==> src/rtl/collision_tracker.sv <==
// Frame-synchronous collision detector: accumulates border/overlap events over a frame and
// reports them as one-cycle pulses after startOfFrame. Optional: COLLISION_OVERLAP_THRESHOLD_EN.
module collision_tracker #(
  parameter int unsigned NUM_BUBBLES   = 4,
  parameter int unsigned NUM_ARROWS    = 2,
  parameter int unsigned X_FRAME_SIZE  = 639,
  parameter int unsigned Y_FRAME_SIZE  = 479,
  parameter int unsigned SHIELD_FRAMES = 60,
  parameter int unsigned MIN_OVERLAP   = 8
) (
  input  logic                                clk,
  input  logic                                reset,
  input  logic                                startOfFrame,
  input  logic [10:0]                         pixelX,
  input  logic [10:0]                         pixelY,
  input  logic                                charDrawingRequest,
  input  logic [NUM_ARROWS-1:0]               arrowDrawingRequest,
  input  logic [NUM_BUBBLES-1:0]              bubbleDrawingRequest,
  output logic                                charCrashLeft,
  output logic                                charCrashRight,
  output logic [NUM_ARROWS-1:0]               arrowHitTop,
  output logic [NUM_BUBBLES-1:0]              bubbleHitChar,
  output logic [NUM_ARROWS*NUM_BUBBLES-1:0]   arrowHitBubble,
  output logic                                shieldActive,
  output logic                                anyHit
);

  localparam int unsigned NumAb = NUM_ARROWS * NUM_BUBBLES;
  localparam int unsigned ShW   = (SHIELD_FRAMES > 0) ? $clog2(SHIELD_FRAMES + 1) : 1;
  localparam logic [ShW-1:0] ShLoad = ShW'(SHIELD_FRAMES);
  localparam logic [10:0]    XLast  = 11'(X_FRAME_SIZE);

  typedef enum logic [0:0] {StSync, StAccum} state_e;

  state_e r_state, w_state_d;

  logic                   r_left, r_right;
  logic [NUM_ARROWS-1:0]  r_top;
  logic [NumAb-1:0]       r_ab;
  logic [ShW-1:0]         r_shield, w_shield_d;

  logic                   r_out_left, r_out_right, r_out_shield, r_out_any;
  logic [NUM_ARROWS-1:0]  r_out_top;
  logic [NUM_BUBBLES-1:0] r_out_char;
  logic [NumAb-1:0]       r_out_ab;

  logic                   w_ev_left, w_ev_right;
  logic [NUM_ARROWS-1:0]  w_ev_top;
  logic [NUM_BUBBLES-1:0] w_ev_char;
  logic [NumAb-1:0]       w_ev_ab;
  logic                   w_report, w_keep, w_sample;
  logic [NUM_BUBBLES-1:0] w_char_frame, w_char_rep;
  logic [NumAb-1:0]       w_ab_arb;
  logic [NUM_ARROWS-1:0]  w_row_hit;

  always_comb begin
    w_state_d = r_state;
    unique case (r_state)
      StSync:  if (startOfFrame) w_state_d = StAccum;
      StAccum: w_state_d = StAccum;
      default: w_state_d = StSync;
    endcase
  end

  always_comb begin
    w_ev_left  = charDrawingRequest && (pixelX == 11'd0);
    w_ev_right = charDrawingRequest && (pixelX == XLast);
    w_ev_top   = arrowDrawingRequest & {NUM_ARROWS{pixelY == 11'd0}};
    w_ev_char  = bubbleDrawingRequest & {NUM_BUBBLES{charDrawingRequest}};
    w_ev_ab    = '0;
    for (int unsigned a = 0; a < NUM_ARROWS; a++) begin
      for (int unsigned b = 0; b < NUM_BUBBLES; b++) begin
        w_ev_ab[a*NUM_BUBBLES+b] = arrowDrawingRequest[a] & bubbleDrawingRequest[b];
      end
    end
  end

  // The startOfFrame cycle opens the new frame: accumulators restart from its events.
  assign w_report = (r_state == StAccum) && startOfFrame;
  assign w_keep   = (r_state == StAccum) && !startOfFrame;
  assign w_sample = (r_state == StAccum) || startOfFrame;

`ifdef COLLISION_OVERLAP_THRESHOLD_EN
  localparam int unsigned OvW = (MIN_OVERLAP > 0) ? $clog2(MIN_OVERLAP + 1) : 1;
  localparam logic [OvW-1:0] OvMax = OvW'(MIN_OVERLAP);

  logic [OvW-1:0] r_ov   [NUM_BUBBLES];
  logic [OvW-1:0] w_ov_d [NUM_BUBBLES];

  always_comb begin
    for (int unsigned b = 0; b < NUM_BUBBLES; b++) begin
      w_ov_d[b] = w_keep ? r_ov[b] : '0;
      if (w_sample && w_ev_char[b] && (w_ov_d[b] != OvMax)) w_ov_d[b] = w_ov_d[b] + OvW'(1);
      w_char_frame[b] = (r_ov[b] >= OvMax);
    end
  end

  always_ff @(posedge clk) begin
    for (int unsigned b = 0; b < NUM_BUBBLES; b++) begin
      if (reset) r_ov[b] <= '0;
      else       r_ov[b] <= w_ov_d[b];
    end
  end
`else
  logic [NUM_BUBBLES-1:0] r_char;

  assign w_char_frame = r_char;

  always_ff @(posedge clk) begin
    if (reset) r_char <= '0;
    else       r_char <= (w_keep ? r_char : '0) | (w_sample ? w_ev_char : '0);
  end
`endif

  // Each arrow reports only its lowest-index bubble.
  always_comb begin
    w_ab_arb  = '0;
    w_row_hit = '0;
    for (int unsigned a = 0; a < NUM_ARROWS; a++) begin
      for (int unsigned b = 0; b < NUM_BUBBLES; b++) begin
        if (r_ab[a*NUM_BUBBLES+b] && !w_row_hit[a]) begin
          w_ab_arb[a*NUM_BUBBLES+b] = 1'b1;
          w_row_hit[a]              = 1'b1;
        end
      end
    end
  end

  always_comb begin
    w_shield_d = r_shield;
    w_char_rep = '0;
    if (w_report) begin
      if (r_shield != '0) begin
        w_shield_d = r_shield - ShW'(1);
      end else if (|w_char_frame) begin
        w_char_rep = w_char_frame;
        w_shield_d = ShLoad;
      end
    end
  end

  always_ff @(posedge clk) begin
    if (reset) begin
      r_state      <= StSync;
      r_left       <= 1'b0;
      r_right      <= 1'b0;
      r_top        <= '0;
      r_ab         <= '0;
      r_shield     <= '0;
      r_out_left   <= 1'b0;
      r_out_right  <= 1'b0;
      r_out_top    <= '0;
      r_out_char   <= '0;
      r_out_ab     <= '0;
      r_out_shield <= 1'b0;
      r_out_any    <= 1'b0;
    end else begin
      r_state      <= w_state_d;
      r_left       <= (w_keep & r_left) | (w_sample & w_ev_left);
      r_right      <= (w_keep & r_right) | (w_sample & w_ev_right);
      r_top        <= (w_keep ? r_top : '0) | (w_sample ? w_ev_top : '0);
      r_ab         <= (w_keep ? r_ab : '0) | (w_sample ? w_ev_ab : '0);
      r_shield     <= w_shield_d;
      r_out_left   <= w_report & r_left;
      r_out_right  <= w_report & r_right;
      r_out_top    <= w_report ? r_top : '0;
      r_out_char   <= w_char_rep;
      r_out_ab     <= w_report ? w_ab_arb : '0;
      r_out_shield <= (w_shield_d != '0);
      r_out_any    <= w_report & (r_left | r_right | (|r_top) | (|w_char_rep) | (|w_ab_arb));
    end
  end

  assign charCrashLeft  = r_out_left;
  assign charCrashRight = r_out_right;
  assign arrowHitTop    = r_out_top;
  assign bubbleHitChar  = r_out_char;
  assign arrowHitBubble = r_out_ab;
  assign shieldActive   = r_out_shield;
  assign anyHit         = r_out_any;

endmodule

==> config.mk <==
export PLATFORM = sky130hd
export DESIGN_NAME = collision_tracker
export DESIGN_NICKNAME = d
export VERILOG_FILES = /design/src/rtl/collision_tracker.sv
export SDC_FILE = /design/constraint.sdc
export NUM_CORES = 1
export LEC_CHECK = 0
export CAP_MARGIN = 15
export CORE_MARGIN = 5
export CORE_UTILIZATION = 45
export DETAILED_ROUTE_END_ITERATION = 7
export GPL_TIMING_DRIVEN = 0
export PLACE_DENSITY = 0.81
export SYNTH_ARGS = -nofsm -noshare
export SYNTH_HDL_FRONTEND = slang
export SYNTH_SLANG_ARGS = --single-unit
==> constraint.sdc <==
create_clock -name clk -period 2.1 [get_ports clk]
set_input_delay 0.63 -clock clk [delete_from_list [all_inputs] [get_ports clk]]
set_output_delay 0.63 -clock clk [all_outputs]
set_load 0.03 [all_outputs]
==> impl_metrics.ini <==
[placement]
dpl.hpwl_um = 2683
globalplace.congestion = 0.8611
dp_cells = 261
io_buffers = 49

[critical_path]
cp_num_buf_inv = 1
rrSetupSlack_ns = 0.17
crit_path_start_kind = flop
critPathCaptureType = output pin
r2r_start = r_shield[0]
timing.rr.end = shieldActive
worst-setup-path-type = reg -> out
worst_ep_arrival_time_ns = 1.35
worstSetupStartpoint = arrowHitBubble[3]
slowest_stage = clkdlybuf4s50_1
cp.required_ns = 1.47
cp_cell_sequence = clkdlybuf4s50_1
critPathMaxFanout = 1
reg2reg_depth = 7
crit_path_end = arrowHitBubble[3]
cpLargestDelayFamily = buffers and inverters
crit_cells = 1
max_stage_delay_ns = 0.67

[synthesis]
ys_types = 38
synth_area_leaders = dfxtp_1 51%, a22oi_1 6.6%, nor2_1 6.1%, and3_1 3.5%, and2_1 2.7%
synthCells = 166
synth_area_leader_cell = dfxtp_1
synth_edf_count = 0
avgSynthCellArea_um2 = 9.603
ys_ff_latch = 41
synthFlopType = dfxtp_1
async_reset_ff_share_pct = 0
ys_warn_count = 0
synth_top_area_share_pct = 51.49
netlist_area_um2 = 1594
seq_area_frac_synth_pct = 51.49
syn_nets = 200

[final_layout]
final_core_util_pct = 66.52
num_antenna_cells = 0
drive_gt1_share_pct = 9.417
final_common_cell = clkdlybuf4s50_1
areaGrowthSynthToFinish_pct = 41.44
mostFrequentLayoutCells = 49 x clkdlybuf4s50_1, 41 x dfxtp_1, 25 x nor2_1, 14 x a22oi_1, 9 x and3_1
multi_input_area_um2 = 742.0
stdcell_count = 269
regArea_um2 = 820.8
fin_nets = 256
fillers = 281

[routing]
wl_um = 3554
route.detailed.drc = 0
ant_nets = 0
viasPerCell = 5.331
wl_per_cell_um = 13.21
dr_total_vias = 1434
drtPass1Iterations = 4
drt_iter0_drc = 122

[cts]
cts.sinks = 41
cts_root_buf = clkbuf_4
tritoncts = done
cts.htree.levels = 2
holdBufCountCts = 0
clk_pin_slew_ns = 0.12
numCtsBuffers = 5
clk_path_buf_depth = 2
clkLatencyLatePin_ns = 0.36

[floorplan]
fp-row-count = 21
initial_core_util_pct = 47.03
die_h_um = 69.52
die_w_um = 69.52
design.die.area_um2 = 4832
boundaryPins = 50
core_um2 = 3390

[global_routing]
grt_max_degree = 15
grt_pass1_vias = 1353
grt_pass1_wl_um = 5871
grt_util_all_layers_pct = 14.98
grt-ovfl-total = 0
antenna_found_initial = 0

[sta]
finalHoldViolCount = 0
slew_viol_final = 0
period_share_pct = 94.38
fin_tns_setup_ns = 0
post-route-min-period_ns = 1.982
max_freq_mhz = 504.5
slew_headroom_pct = 62.60
skew_ns = 0.008444
worst_pin_slew_ns = 0.5598
finalSetupViolCount = 0

[pwr]
ir_worst_vdd_mv = 0.3028
power_density_nw_per_um2 = 720.8
leakagePower_nw = 0.8650
finalPower_w = 0.001625

[run]
drv_cap = 0

[outcome]
status = finished clean

[min_path]
min_path_type = reg -> reg
[how the worst min path moves through the flow]
stage,startpoint,end,slack (ns),cells after the start
floorplan,r_ab[4],arrowHitBubble[5],0.44,1
global route,r_left,charCrashLeft,0.50,1
finish,r_left,r_left,0.49,2
CTS,r_left,r_left,0.49,2
global placement,r_left,r_left,0.46,2
detailed placement,r_left,r_left,0.47,2
[sequential cells by signal, summed over array words and instances, names as in the netlist]
name,count
arrowHitBubble,8
r_left,1
r_shield,6
shieldActive,1
r_top,2
arrowHitTop,2
charCrashLeft,1
r_right,1
charCrashRight,1
r_char,4
r_ab,8
bubbleHitChar,4
anyHit,1
r_state,1
[per-stage QoR]
step	setup slack, ns	hold WS [ns]	cell area, um2
detailed placement	-0.3646	0.4699	2142
floorplan	0.3925	0.4389	1594
finish	0.1180	0.4888	2255
CTS	0.01544	0.4930	2226
global placement	-0.3523	0.4635	2142
global route	-0.03634	0.5031	2255
[area by class of cell]
| cell class | count | share of cell area, % |
|---|---|---|
| sequential | 41 | 36.40 |
| timing repair buffer | 49 | 21.75 |
| clock inverter | 3 | 2.053 |
| inverter | 6 | 0.9989 |
| multi-input combinational | 112 | 32.91 |
| tap | 46 | 2.553 |
| buffer | 7 | 1.665 |
| clock buffer | 5 | 1.665 |
[report_power, final]
| group | total (W) | internal (W) | switching, W |
|---|---|---|---|
| Clock | 0.000508 | 0.000252 | 0.000256 |
| Sequential | 0.000826 | 0.000804 | 0.0000218 |
| Combinational | 0.000291 | 0.000151 | 0.000141 |
[routing by layer]
metal  part of all wire (%)  GRT usage (%)  vias to the layer above
met3                    6.9          3.043                        7
met2                     45          22.56                       44
met4                    2.6          10.41                        0
li1                       -              -                      724
met1                     45          19.02                      659
met5                      0              0                        -
[synth_stat cells, types with 2 or more instances]
cell,n
a21oi_1,6
ha_1,2
a22oi_1,14
inv_1,6
nor2_1,26
o41ai_1,2
nand2_1,5
o21ai_0,2
and2_1,7
nor3_1,5
nor4_1,5
o21a_1,2
nand4_1,4
dfxtp_1,41
nor4b_1,3
and3_1,9
clkbuf_1,6
[timing repair]
| action | 4_1_cts | 5_1_grt |
|---|---|---|
| buffers inserted | 0 | 0 |
| resized for setup | 0 | 10 |
| endpoints found under the setup margin | 0 | 14 |
[cell families (layout without fill, tap and decap cells)]
kind of cell    after synthesis  count (layout)  synth area share, %
compound gates               36              36                16.72
xor+xnor                      1               1               0.5496
fa+ha+maj                     2               2                1.570
buf+inv                      13              70                3.532
flops                        41              41                51.49
mux                           1               1               0.7064
simple gates                 72              72                25.43
Note: power is estimated with default switching activity, not from simulation.
